[src/rtl/rr_arbiter_pkg.sv]
// Shared types and helpers for the round-robin arbiter.
// Holds the FSM state type and the index-width function.
package rr_arbiter_pkg;

   typedef enum logic {
      IDLE  = 1'b0,
      GRANT = 1'b1
   } rr_state_t;

   // Keeps the width at least 1 so that NUM_REQ=2 and MAX_HOLD<=2 still work.
   function automatic int calc_idx_w(input int n);
      return (n <= 2) ? 1 : $clog2(n);
   endfunction

endpackage

[src/rtl/rr_pick.sv]
// Rotating-priority picker: first set request at or above ptr,
// wrapping around, found by a double-width masked search.
module rr_pick
   import rr_arbiter_pkg::*;
#(
   parameter int NUM_REQ = 4,
   parameter int IDX_W   = calc_idx_w(NUM_REQ)
) (
   input  logic [NUM_REQ-1:0] req,
   input  logic [IDX_W-1:0]   ptr,
   output logic               found,
   output logic [IDX_W-1:0]   idx
);

   logic [2*NUM_REQ-1:0] dbl;

   // Lower copy hides requesters below ptr; upper copy covers the wrap.
   always_comb begin
      dbl = {req, req};
      for (int j = 0; j < NUM_REQ; j++) begin
         if (j < int'(ptr)) dbl[j] = 1'b0;
      end
   end

   always_comb begin
      found = |req;
      idx   = '0;
      for (int j = 2*NUM_REQ-1; j >= 0; j--) begin
         if (dbl[j]) begin
            if (j >= NUM_REQ) idx = IDX_W'(j - NUM_REQ);
            else              idx = IDX_W'(j);
         end
      end
   end

endmodule

[src/rtl/rr_arbiter.sv]
// Round-robin arbiter with grant hold, hold limit and one idle
// bubble between grants; all outputs registered.
module rr_arbiter
   import rr_arbiter_pkg::*;
#(
   parameter int NUM_REQ  = 4,
   parameter int IDX_W    = calc_idx_w(NUM_REQ),
   parameter int MAX_HOLD = 8
) (
   input  logic               clk,
   input  logic               reset,
   input  logic [NUM_REQ-1:0] req_i,
   output logic               gnt_valid_o,
   output logic [NUM_REQ-1:0] gnt_o,
   output logic [IDX_W-1:0]   gnt_idx_o
);

   localparam int CNT_W = calc_idx_w(MAX_HOLD);

   rr_state_t            state, state_n;
   logic [IDX_W-1:0]     ptr, ptr_n;
   logic [CNT_W-1:0]     cnt, cnt_n;
   logic [IDX_W-1:0]     idx_n;
   logic [NUM_REQ-1:0]   gnt_n;
   logic                 valid_n;
   logic                 pick_found;
   logic [IDX_W-1:0]     pick_idx;
   logic                 release_now;

   rr_pick #(
      .NUM_REQ (NUM_REQ),
      .IDX_W   (IDX_W)
   ) u_pick (
      .req   (req_i),
      .ptr   (ptr),
      .found (pick_found),
      .idx   (pick_idx)
   );

   assign release_now = !req_i[gnt_idx_o] ||
                        (cnt == CNT_W'(MAX_HOLD - 1));

   always_ff @(posedge clk or posedge reset) begin
      if (reset) begin
         state       <= IDLE;
         ptr         <= '0;
         cnt         <= '0;
         gnt_idx_o   <= '0;
         gnt_o       <= '0;
         gnt_valid_o <= 1'b0;
      end else begin
         state       <= state_n;
         ptr         <= ptr_n;
         cnt         <= cnt_n;
         gnt_idx_o   <= idx_n;
         gnt_o       <= gnt_n;
         gnt_valid_o <= valid_n;
      end
   end

   always_comb begin
      state_n = state;
      ptr_n   = ptr;
      cnt_n   = cnt;
      idx_n   = gnt_idx_o;
      gnt_n   = gnt_o;
      valid_n = gnt_valid_o;
      unique case (state)
         IDLE: begin
            if (pick_found) begin
               state_n = GRANT;
               idx_n   = pick_idx;
               gnt_n   = NUM_REQ'(1) << pick_idx;
               valid_n = 1'b1;
               cnt_n   = '0;
            end
         end
         GRANT: begin
            if (release_now) begin
               state_n = IDLE;
               gnt_n   = '0;
               valid_n = 1'b0;
               cnt_n   = '0;
               // Explicit wrap keeps ptr in range for non-power-of-2 sizes.
               if (gnt_idx_o == IDX_W'(NUM_REQ - 1)) ptr_n = '0;
               else ptr_n = gnt_idx_o + IDX_W'(1);
            end else begin
               cnt_n = cnt + CNT_W'(1);
            end
         end
         default: state_n = IDLE;
      endcase
   end

endmodule
[config.mk]
export PLATFORM = sky130hd
export DESIGN_NAME = rr_arbiter
export DESIGN_NICKNAME = d
export VERILOG_FILES = /design/src/rtl/rr_arbiter_pkg.sv /design/src/rtl/rr_pick.sv /design/src/rtl/rr_arbiter.sv
export SDC_FILE = /design/constraint.sdc
export NUM_CORES = 1
export LEC_CHECK = 0
export CORE_UTILIZATION = 52
export CTS_CLUSTER_SIZE = 8
export DETAILED_ROUTE_END_ITERATION = 8
export PLACE_DENSITY = 0.8
export REMOVE_ABC_BUFFERS = 1
export SLEW_MARGIN = 20
export SYNTH_ARGS = -nofsm -noshare
export SYNTH_HDL_FRONTEND = slang
export SYNTH_SLANG_ARGS = --single-unit
[constraint.sdc]
create_clock -name clk -period 3.05 [get_ports clk]
set_clock_uncertainty 0.05 [all_clocks]
set_input_delay 0.7625 -clock clk [delete_from_list [all_inputs] [get_ports clk]]
set_output_delay 0.7625 -clock clk [all_outputs]
set_load 0.005 [all_outputs]
==> flow_metrics.py <==
metrics = {
    "run_status": {
        "outcome": "finished, final reports clean",
    },
    "sta": {
        "worstMarginPinSlew_ns": 0.487,
        "rsz0062_at_grt": "no",
        "timing.slew.headroom_pct": 67.3,
        "setup_viol": 0,
        "max_freq_mhz": 442,
        "finalHoldViolations": 0,
        "worst_slack_ns": 0.788,
        "period_share_pct": 74.2,
        "tns_ns": 0,
        "final_max_slew_viol_count": 0,
        "holdWs_ns": 0.455,
        "layout_min_cycle_time_ns": 2.26,
    },
    "worst_setup_path": {
        "crit_path_max_incr_delay_ns": 0.53,
        "crit_fanout": 7,
        "required_ns": 3.22,
        "setup.worst_path.start_class": "input pin",
        "path_class": "in -> reg",
        "cp-end-kind": "flip-flop",
        "slowest_stage": "clkdlybuf4s50_1",
        "crit_chain": "clkdlybuf4s50_1, nor4_1, and2_1, nand2b_2, a22o_1",
        "worst_ep_arrival_time_ns": 2.43,
    },
    "power": {
        "powerDensity_mw_per_mm2": 907,
        "p_seq_share_pct": 41.1,
        "p_comb_share_pct": 44.6,
        "power_switching_share_pct": 35.7,
        "total_switching_power_uw": 272,
        "clkPwrFrac_pct": 14.3,
        "peakVddDrop_mv": 0.499,
        "leakagePower_nw": 0.399,
        "p_int_uw": 490,
    },
    "clock_network": {
        "cts_hold_buf": 0,
        "htreeDepth": 1,
        "cts_tree": "done",
        "clockBufferDepth": 2,
        "ctsResizeCount": 0,
        "cts_setup_buffers": 0,
        "cts_buffers": 3,
        "path_clk_slew_ns": 0.09,
        "clock_latency_ns": 0.29,
        "root_buffer": "clkbuf_4",
        "cts_sinks": 13,
    },
    "floorplan": {
        "start_util_pct": 58.3,
        "die_w_microns": 38.0,
        "io_pins": 13,
        "dieArea_sq_mm": 0.00144,
        "die_h_microns": 38.0,
        "floorplan.rows": 12,
        "core_sq_mm": 0.00116,
    },
    "placed_design": {
        "dp_slack_ns": 0.528,
        "dp.cells": 87,
        "gp_congestion": 0.847,
        "io_buffers": 12,
        "hpwlAfterDp_mm": 1.01,
    },
    "drt": {
        "drtIter0Drc": 6,
        "via_per_inst": 6.00,
        "wirelength_mm": 1.35,
        "wl_per_cell_microns": 14.8,
        "drtAntennaViolNets": 0,
        "dr.pass1.iters": 4,
        "via_count": 546,
        "route.detailed.drc": 0,
    },
    "global_route": {
        "grt_pass1_wl_mm": 2.17,
        "grt_use_total_pct": 23.4,
        "grt-ovfl-total": 0,
        "grt_max_degree": 14,
        "antenna_found_initial": 0,
        "first_global_vias": 519,
    },
    "finish": {
        "diodes": 0,
        "area_growth_pct": 24.5,
        "finish.utilization_pct": 72.6,
        "final_cells": 91,
        "drive_above_1_share_pct": 14.3,
        "num-nets-final": 87,
    },
    "synth": {
        "postSynthAreaPerCell_sq_um": 11.1,
        "synthCells": 61,
        "synth-seq-cells": 13,
        "seq_area_frac_synth_pct": 48.2,
        "yosysUniqueCellTypes": 25,
        "netlist_area_sq_um": 674,
        "ys_warn_count": 0,
    },
    "job": {
        "drv_cap": 0,
    },
    "worst_hold_path": {
        "hp-class": "reg -> reg",
    },
}
## routing by layer
metal  track usage (%)  share of wire [%]  vias up
met2              31.0                 41       31
met5                 0                  0        -
met3              5.23                6.7        5
met1              33.1                 50      248
met4              17.0                2.7        0
li1                  -                  -      262
## layout make-up
type,instances,area [sq um]
Multi-Input combinational cell,43,330
Sequential cell,13,325
Fill cell,91,317
Timing Repair Buffer,12,120
Clock buffer,3,22.5
Inverter,5,18.8
Tap cell,14,17.5
Clock inverter,1,5.00
## synthesized netlist by cell type
cell / count / area [sq um]
nor2b_1: 1 / 6.26
nor4_1: 2 / 12.5
a21oi_1: 2 / 10.0
a21o_1: 1 / 7.51
o21ai_0: 4 / 20.0
a221oi_1: 1 / 8.76
nand3b_1: 1 / 7.51
nand2b_2: 2 / 17.5
a22o_1: 6 / 52.6
mux4_2: 1 / 22.5
nand2_1: 2 / 7.51
nor2_1: 4 / 15.0
dfrtp_1: 13 / 325
a2111oi_1: 1 / 10.0
nand2_2: 1 / 6.26
inv_1: 5 / 18.8
ha_1: 3 / 37.5
mux2i_1: 1 / 10.0
nor3_1: 1 / 5.00
mux2_4: 1 / 15.0
o21bai_1: 1 / 7.51
and2_1: 1 / 6.26
a21o_2: 1 / 8.76
o21a_1: 4 / 30.0
or2_2: 1 / 6.26
## logic make-up (layout without fill, tap and decap cells)
| group | count (synthesis) | after routing | share of synthesized area (%) |
|---|---|---|---|
| AOI/OAI and AO/OA | 21 | 21 | 23.0 |
| adders and majority gates | 3 | 3 | 5.57 |
| buffers and inverters | 5 | 21 | 2.78 |
| DFF | 13 | 13 | 48.2 |
| muxes | 3 | 3 | 7.05 |
| and+or+nand+nor | 16 | 16 | 13.4 |
## cells in the final DEF (no fill, tap or decap), types with 2 or more instances in the layout
| cell | synthesis | routed |
|---|---|---|
| nor4_1 | 2 | 2 |
| ha_1 | 3 | 3 |
| nor2_1 | 4 | 4 |
| clkbuf_4 | 0 | 3 |
| dfrtp_1 | 13 | 13 |
| o21a_1 | 4 | 4 |
| inv_1 | 5 | 5 |
| nand2b_2 | 2 | 2 |
| a21oi_1 | 2 | 2 |
| clkdlybuf4s50_1 | 0 | 12 |
| nand2_1 | 2 | 2 |
| a22o_1 | 6 | 6 |
| o21ai_0 | 4 | 4 |
## through the flow
| stage | cell area (sq um) | power, mW |
|---|---|---|
| 6_report | 840 | 0.761 |
| 5_1_grt | 840 | 0.818 |
| 4_1_cts | 840 | 0.765 |
| 3_5_place_dp | 812 | 0.652 |
| 3_3_place_gp | 812 | 0.646 |
| 2_1_floorplan | 674 | 0.517 |
## power by group through the flow
stage	Combinational [mW]	Clock (mW)	Sequential, mW
floorplan	0.214	0	0.303
detailed placement	0.338	0	0.314
global placement	0.333	0	0.313
finish	0.340	0.109	0.313
CTS	0.341	0.114	0.311
global route	0.379	0.118	0.321
## flip-flops by register name, indices dropped and copies added, names as in the netlist
| name | cells |
|---|---|
| ptr | 2 |
| gnt_valid_o | 1 |
| cnt | 3 |
| gnt_o | 4 |
| state | 1 |
| gnt_idx_o | 2 |
## path summary, 6_finish.rpt
check                        startpoint           end  slack, ns  cells past startpoint
max                            req_i[1]      gnt_o[3]       0.79                      5
min                         gnt_valid_o   gnt_valid_o       0.45                      1
max reg2reg                gnt_idx_o[1]        ptr[1]       1.38                      4
min reg2reg                 gnt_valid_o   gnt_valid_o       0.45                      1
max in group asynchronous         reset      gnt_o[2]       1.87                      2
min in group asynchronous         reset  gnt_idx_o[0]       0.74                      2
## critical path, delay by kind of cell
| family | cells | cell delay (ns) |
|---|---|---|
| and+or+nand+nor | 3 | 0.98 |
| buffers and inverters | 1 | 0.53 |
| AOI/OAI and AO/OA | 1 | 0.14 |
No activity file was read; power rests on OpenSTA's default activity.
==> patch 1, RTL diff (same settings) <==
`MAX_HOLD`: 8 -> 9.
--- a/src/rtl/rr_arbiter.sv
+++ b/src/rtl/rr_arbiter.sv
@@ -7,3 +7,3 @@
    parameter int IDX_W    = calc_idx_w(NUM_REQ),
-   parameter int MAX_HOLD = 8
+   parameter int MAX_HOLD = 9
 ) (
Formal check against the unedited RTL: not equivalent (a bounded check fails within 10 cycles, from zero or initial values and one cycle with reset high).
==> patch 1 against the unedited design <==
Sequential cell count increased by 1; register-to-register slack got worse by 0.18 ns; non-clock buffer count unchanged; worst setup slack got worse by 0.072 ns; cell area increased by 10%; routed wire length increased by 3.9%; die area increased by 12%; power increased by 11%; global-route usage decreased by 2.4 points; synthesized area increased by 13%; critical path depth decreased by 1; sequential power increased by 11%.
==> patch 1: results (changes against the unedited design) <==
.. list-table::
   :header-rows: 1

   * - Metric
     - Value
   * - Outcome
     - complete, no violations (unchanged)
   * - Maximum single-stage delay on the critical path
     - 0.58 ns (was 0.53 ns)
   * - Global placement routability congestion
     - 0.727 (was 0.847)
   * - CP max-delay cell
     - mux4_1 (was clkdlybuf4s50_1)
   * - Cells taking the most area after synthesis
     - dfrtp_1 (46%), ha_1 (4.9%), o21ai_0 (4.0%), mux4_1 (3.5%), a32o_1 (2.6%) (was dfrtp_1 (48%), a22o_1 (7.8%), ha_1 (5.6%), o21a_1 (4.5%), mux4_2 (3.3%))
   * - Tightest Pin Transition
     - 0.556 ns (was 0.487 ns)
   * - DP HPWL
     - 1.06 mm (was 1.01 mm)
   * - H-Tree Level Count
     - 1 (unchanged)
   * - Final critical path time including I/O delays and setup
     - 2.33 ns (was 2.26 ns)
   * - Nets@finish
     - 93 (was 87)
   * - Post-cts gate resize count
     - 0 (unchanged)
   * - Critical Path Fanout Max
     - 6 (was 7)
   * - Crit path arrival time
     - 2.46 ns (was 2.43 ns)
   * - Unique masters post-synth
     - 32 (was 25)
   * - Worst vdd ir
     - 0.509 mV (was 0.499 mV)
   * - Number of global-route vias before repair
     - 501 (was 519)
   * - Count of filler cells inserted in the layout
     - 104 (was 91)
   * - CTS sink cnt
     - 14 (was 13)
   * - Final-layout clock buffer total
     - 4 (was 3)
   * - Leakage
     - 0.421 nW (was 0.399 nW)
   * - Count of routing violations after the opening detailed-route iteration
     - 21 (was 6)
   * - Wire length of the first global-routing pass
     - 2.17 mm (about the same)
   * - Non-clock buffer area fraction after layout
     - 13.0% (was 14.3%)
   * - Number of buffers added by the clock tree synthesis step
     - 3 (unchanged)
   * - Multi-input combinational cell area
     - 379 µm² (was 330 µm²)
   * - Multi-input combinational cell count
     - 48 (was 43)
   * - Via count
     - 580 (was 546)
   * - Biggest registers after layout
     - cnt (4), gnt_o (4) (was gnt_o (4), cnt (3))
   * - Ratio of cells with drive above 1 in the final layout
     - 14.5% (was 14.3%)
   * - All-layer global routing usage
     - 20.9% (was 23.4%)
   * - Cell types with the highest counts after synthesis
     - dfrtp_1 (14), o21ai_0 (6), inv_1 (5) (was dfrtp_1 (13), a22o_1 (6), inv_1 (5))
   * - Worst slack, placed
     - 0.415 ns (was 0.528 ns)
   * - Inverter count
     - 5 (unchanged)
   * - Routed length per placed instance
     - 14.3 µm (was 14.8 µm)
   * - Proportion of synthesized chip area in sequential cells
     - 46.1% (was 48.2%)
   * - Sequential share of cell area
     - 37.9% (was 38.7%)
   * - Largest net degree at the start of global routing
     - 15 (was 14)
   * - Proportion of cell area spent on the clock network
     - 3.93% (was 3.28%)
==> patch 1: worst max-delay path, delay by kind of cell <==
kind	cells	cell delay [ns]
buffers and inverters	1	0.50
muxes	2	0.94
AOI/OAI and AO/OA	1	0.26
==> patch 1: cell families (layout without fill, tap and decap cells) <==
kind of cell	count (synthesis)	count (layout)	share of synthesized area (%)
XOR/XNOR	1	1	1.15
buffers and inverters	6	21	3.95
AND/OR/NAND/NOR	18	18	15.2
multiplexers	4	4	8.24
AO/OA/AOI/OAI	22	22	20.4
adder cells (fa/ha/maj)	3	3	4.94
flip-flops	14	14	46.1
==> patch 1: metal layers <==
metal	vias to the layer above	part of all wire (%)	track usage [%]
li1	283	-	-
met1	278	48	27.2
met2	17	47	32.7
met3	2	4.0	5.00
met4	0	0.93	10.0
met5	-	0	0
==> patch 1: report_power, final <==
part / leakage, nW / switching (mW) / internal [mW]
logic: 0.220 / 0.151 / 0.208
registers: 0.180 / 0.0883 / 0.259
clock network: 0.0210 / 0.0630 / 0.0727
==> patch 1: worst paths after layout <==
kind | from | to | slack, ns | cells past startpoint
worst max-delay path | req_i[0] | ptr[1] | 0.72 | 4
min in group asynchronous | reset | gnt_o[2] | 0.75 | 2
worst max register to register | gnt_idx_o[0] | ptr[1] | 1.20 | 3
worst min register to register | gnt_o[3] | gnt_o[3] | 0.46 | 1
max in group asynchronous | reset | state | 1.85 | 2
worst min-delay path | gnt_o[3] | gnt_o[3] | 0.46 | 1
==> patch 1: through the flow <==
stage	cell area [µm²]	cells	total power [mW]	hold WS, ns
finish	923	98	0.841	0.463
global route	923	98	0.896	0.479
CTS	923	98	0.843	0.462
detailed placement	887	94	0.711	0.441
global placement	887	94	0.700	0.439
floorplan	748	67	0.561	0.437
==> patch 2, RTL diff (same settings) <==
Without the edit above. Reset style: synchronous (`reset`), changed in one clocked block.
--- a/src/rtl/rr_arbiter.sv
+++ b/src/rtl/rr_arbiter.sv
@@ -42,3 +42,3 @@
 
-   always_ff @(posedge clk or posedge reset) begin
+   always_ff @(posedge clk) begin
       if (reset) begin
Check against the original RTL: differs if reset is asserted again (counterexample within 4 cycles, from zero or initial values and one cycle with reset high); with reset held inactive, the same outputs for 10 cycles.
==> patch 2 against the unedited design <==
Hold slack worse by 0.036 ns; worst setup slack better by 0.091 ns; routed wire length down 2.1%; largest cell class unchanged; synthesized area up 0.74%; via count up 5.9%; sequential cell count unchanged; maximum frequency up 4.2%; critical endpoint is now gnt_o[2]; cell area down 0.15%.
Power is not compared: it rests on default switching activity, and its combinational part moved more than twofold at a synthesized area within 25%.
==> patch 2: results (changes against the unedited design) <==
.. list-table::
   :header-rows: 1

   * - Metric
     - Value
   * - Count of filler cells inserted in the layout
     - 95 (was 91)
   * - CP max-delay cell
     - or4_4 (was clkdlybuf4s50_1)
   * - Crit path arrival time
     - 2.35 ns (was 2.43 ns)
   * - Share of synthesized flip-flops with an asynchronous set or reset
     - 0% (was 100%)
   * - Proportion of synthesized chip area in sequential cells
     - 38.3% (was 48.2%)
   * - Detailed Route WL
     - 1.32 mm (was 1.35 mm)
   * - Routing usage on met3
     - 6.40% (was 5.23%)
   * - All-layer global routing usage
     - 22.5% (was 23.4%)
   * - Worst slack, placed
     - 0.592 ns (was 0.528 ns)
   * - Unique masters post-synth
     - 31 (was 25)
   * - Leakage
     - 0.346 nW
   * - Number of global-route vias before repair
     - 555 (was 519)
   * - DP HPWL
     - 1.01 mm (about the same)
   * - Global routing usage on met2
     - 36.4% (was 31.0%)
   * - Ratio of cells with drive above 1 in the final layout
     - 14.6% (was 14.3%)
   * - Area of all sequential standard cells
     - 260 µm² (was 325 µm²)
   * - Post-synthesis cell count
     - 67 (was 61)
   * - Critical Path Fanout Max
     - 6 (was 7)
   * - Global placement routability congestion
     - 0.794 (was 0.847)
   * - Wire length of the first global-routing pass
     - 2.17 mm (about the same)
   * - Met1 capacity usage during global routing
     - 24.2% (was 33.1%)
   * - Final instance count without filler cells
     - 96 (was 91)
   * - Tightest Pin Transition
     - 0.532 ns (was 0.487 ns)
   * - Cell types with the highest counts after synthesis
     - dfxtp_1 (13), nor2_1 (4) (was dfrtp_1 (13), a22o_1 (6), inv_1 (5))
   * - Cells taking the most area after synthesis
     - dfxtp_1 (38%), ha_1 (5.5%), mux2i_1 (4.4%), a32o_2 (3.3%), a32o_1 (2.9%) (was dfrtp_1 (48%), a22o_1 (7.8%), ha_1 (5.6%), o21a_1 (4.5%), mux4_2 (3.3%))
   * - Clock latency reported for the late side of the worst-skew pair
     - 0.28 ns
   * - Maximum single-stage delay on the critical path
     - 0.60 ns (was 0.53 ns)
   * - Root Buffer
     - clkbuf_4 (unchanged)
   * - Via count
     - 578 (was 546)
   * - Number of optimization iterations in the first detailed-route pass
     - 3 (was 4)
   * - Largest net degree at the start of global routing
     - 10 (was 14)
   * - Number of setup buffers added after CTS
     - 0 (unchanged)
   * - Outcome
     - complete, no violations (unchanged)
   * - Count of routing violations after the opening detailed-route iteration
     - 9 (was 6)
   * - Nets@finish
     - 92 (was 87)
   * - Global route overflow
     - 0 (unchanged)
   * - Clock-pin slew of the registers on the worst-case setup and hold paths
     - 0.07 ns (was 0.09 ns)
[patch 2: layout make-up]
cell class | instances | share of cell area, %
well taps | 14 | 2.09
clock buffers | 4 | 3.13
multi-input cells | 51 | 48.5
repair buffers | 12 | 14.3
inverters | 2 | 0.896
flip-flops and latches | 13 | 31.0
[patch 2: per-layer routing]
| layer | routed length [µm] | vias to the layer above |
|---|---|---|
| met5 | 0 | - |
| met4 | 47 | 0 |
| met3 | 79 | 7 |
| met2 | 567 | 15 |
| met1 | 627 | 265 |
| li1 | - | 291 |
[patch 2: worst register-to-register path, delay by kind of cell, from the launching register on]
family                     cells  cell delay [ns]
and+or+nand+nor                2             0.47
DFF                            1             0.32
adders and majority gates      2             0.37
muxes                          1             0.17
AOI/OAI and AO/OA              1             0.22
[patch 2: final timing paths]
path                            startpoint        to  slack (ns)  cells past startpoint
worst max-delay path              req_i[1]  gnt_o[2]        0.88                      5
worst min-delay path              gnt_o[0]  gnt_o[0]        0.42                      1
worst max register to register      cnt[0]    cnt[0]        1.39                      6
worst min register to register    gnt_o[0]  gnt_o[0]        0.42                      1
[patch 2: cells by family (layout without fill, tap and decap cells)]
logic type / Yosys count / after routing / share of synthesized area [%]
compound gates: 22 / 22 / 28.7
simple gates: 22 / 22 / 19.5
flops: 13 / 13 / 38.3
mux: 4 / 4 / 6.08
fa+ha+maj: 3 / 3 / 5.53
buf+inv: 3 / 18 / 1.84
[patch 2: power by group]
group	switching [mW]	internal (mW)	leakage (nW)	total, mW
combinational	0.0349	0.0422	0.224	0.0772
sequential	0.0124	0.181	0.106	0.193
clock	0.0549	0.0508	0.0150	0.106
total	0.102	0.274	0.346	0.376
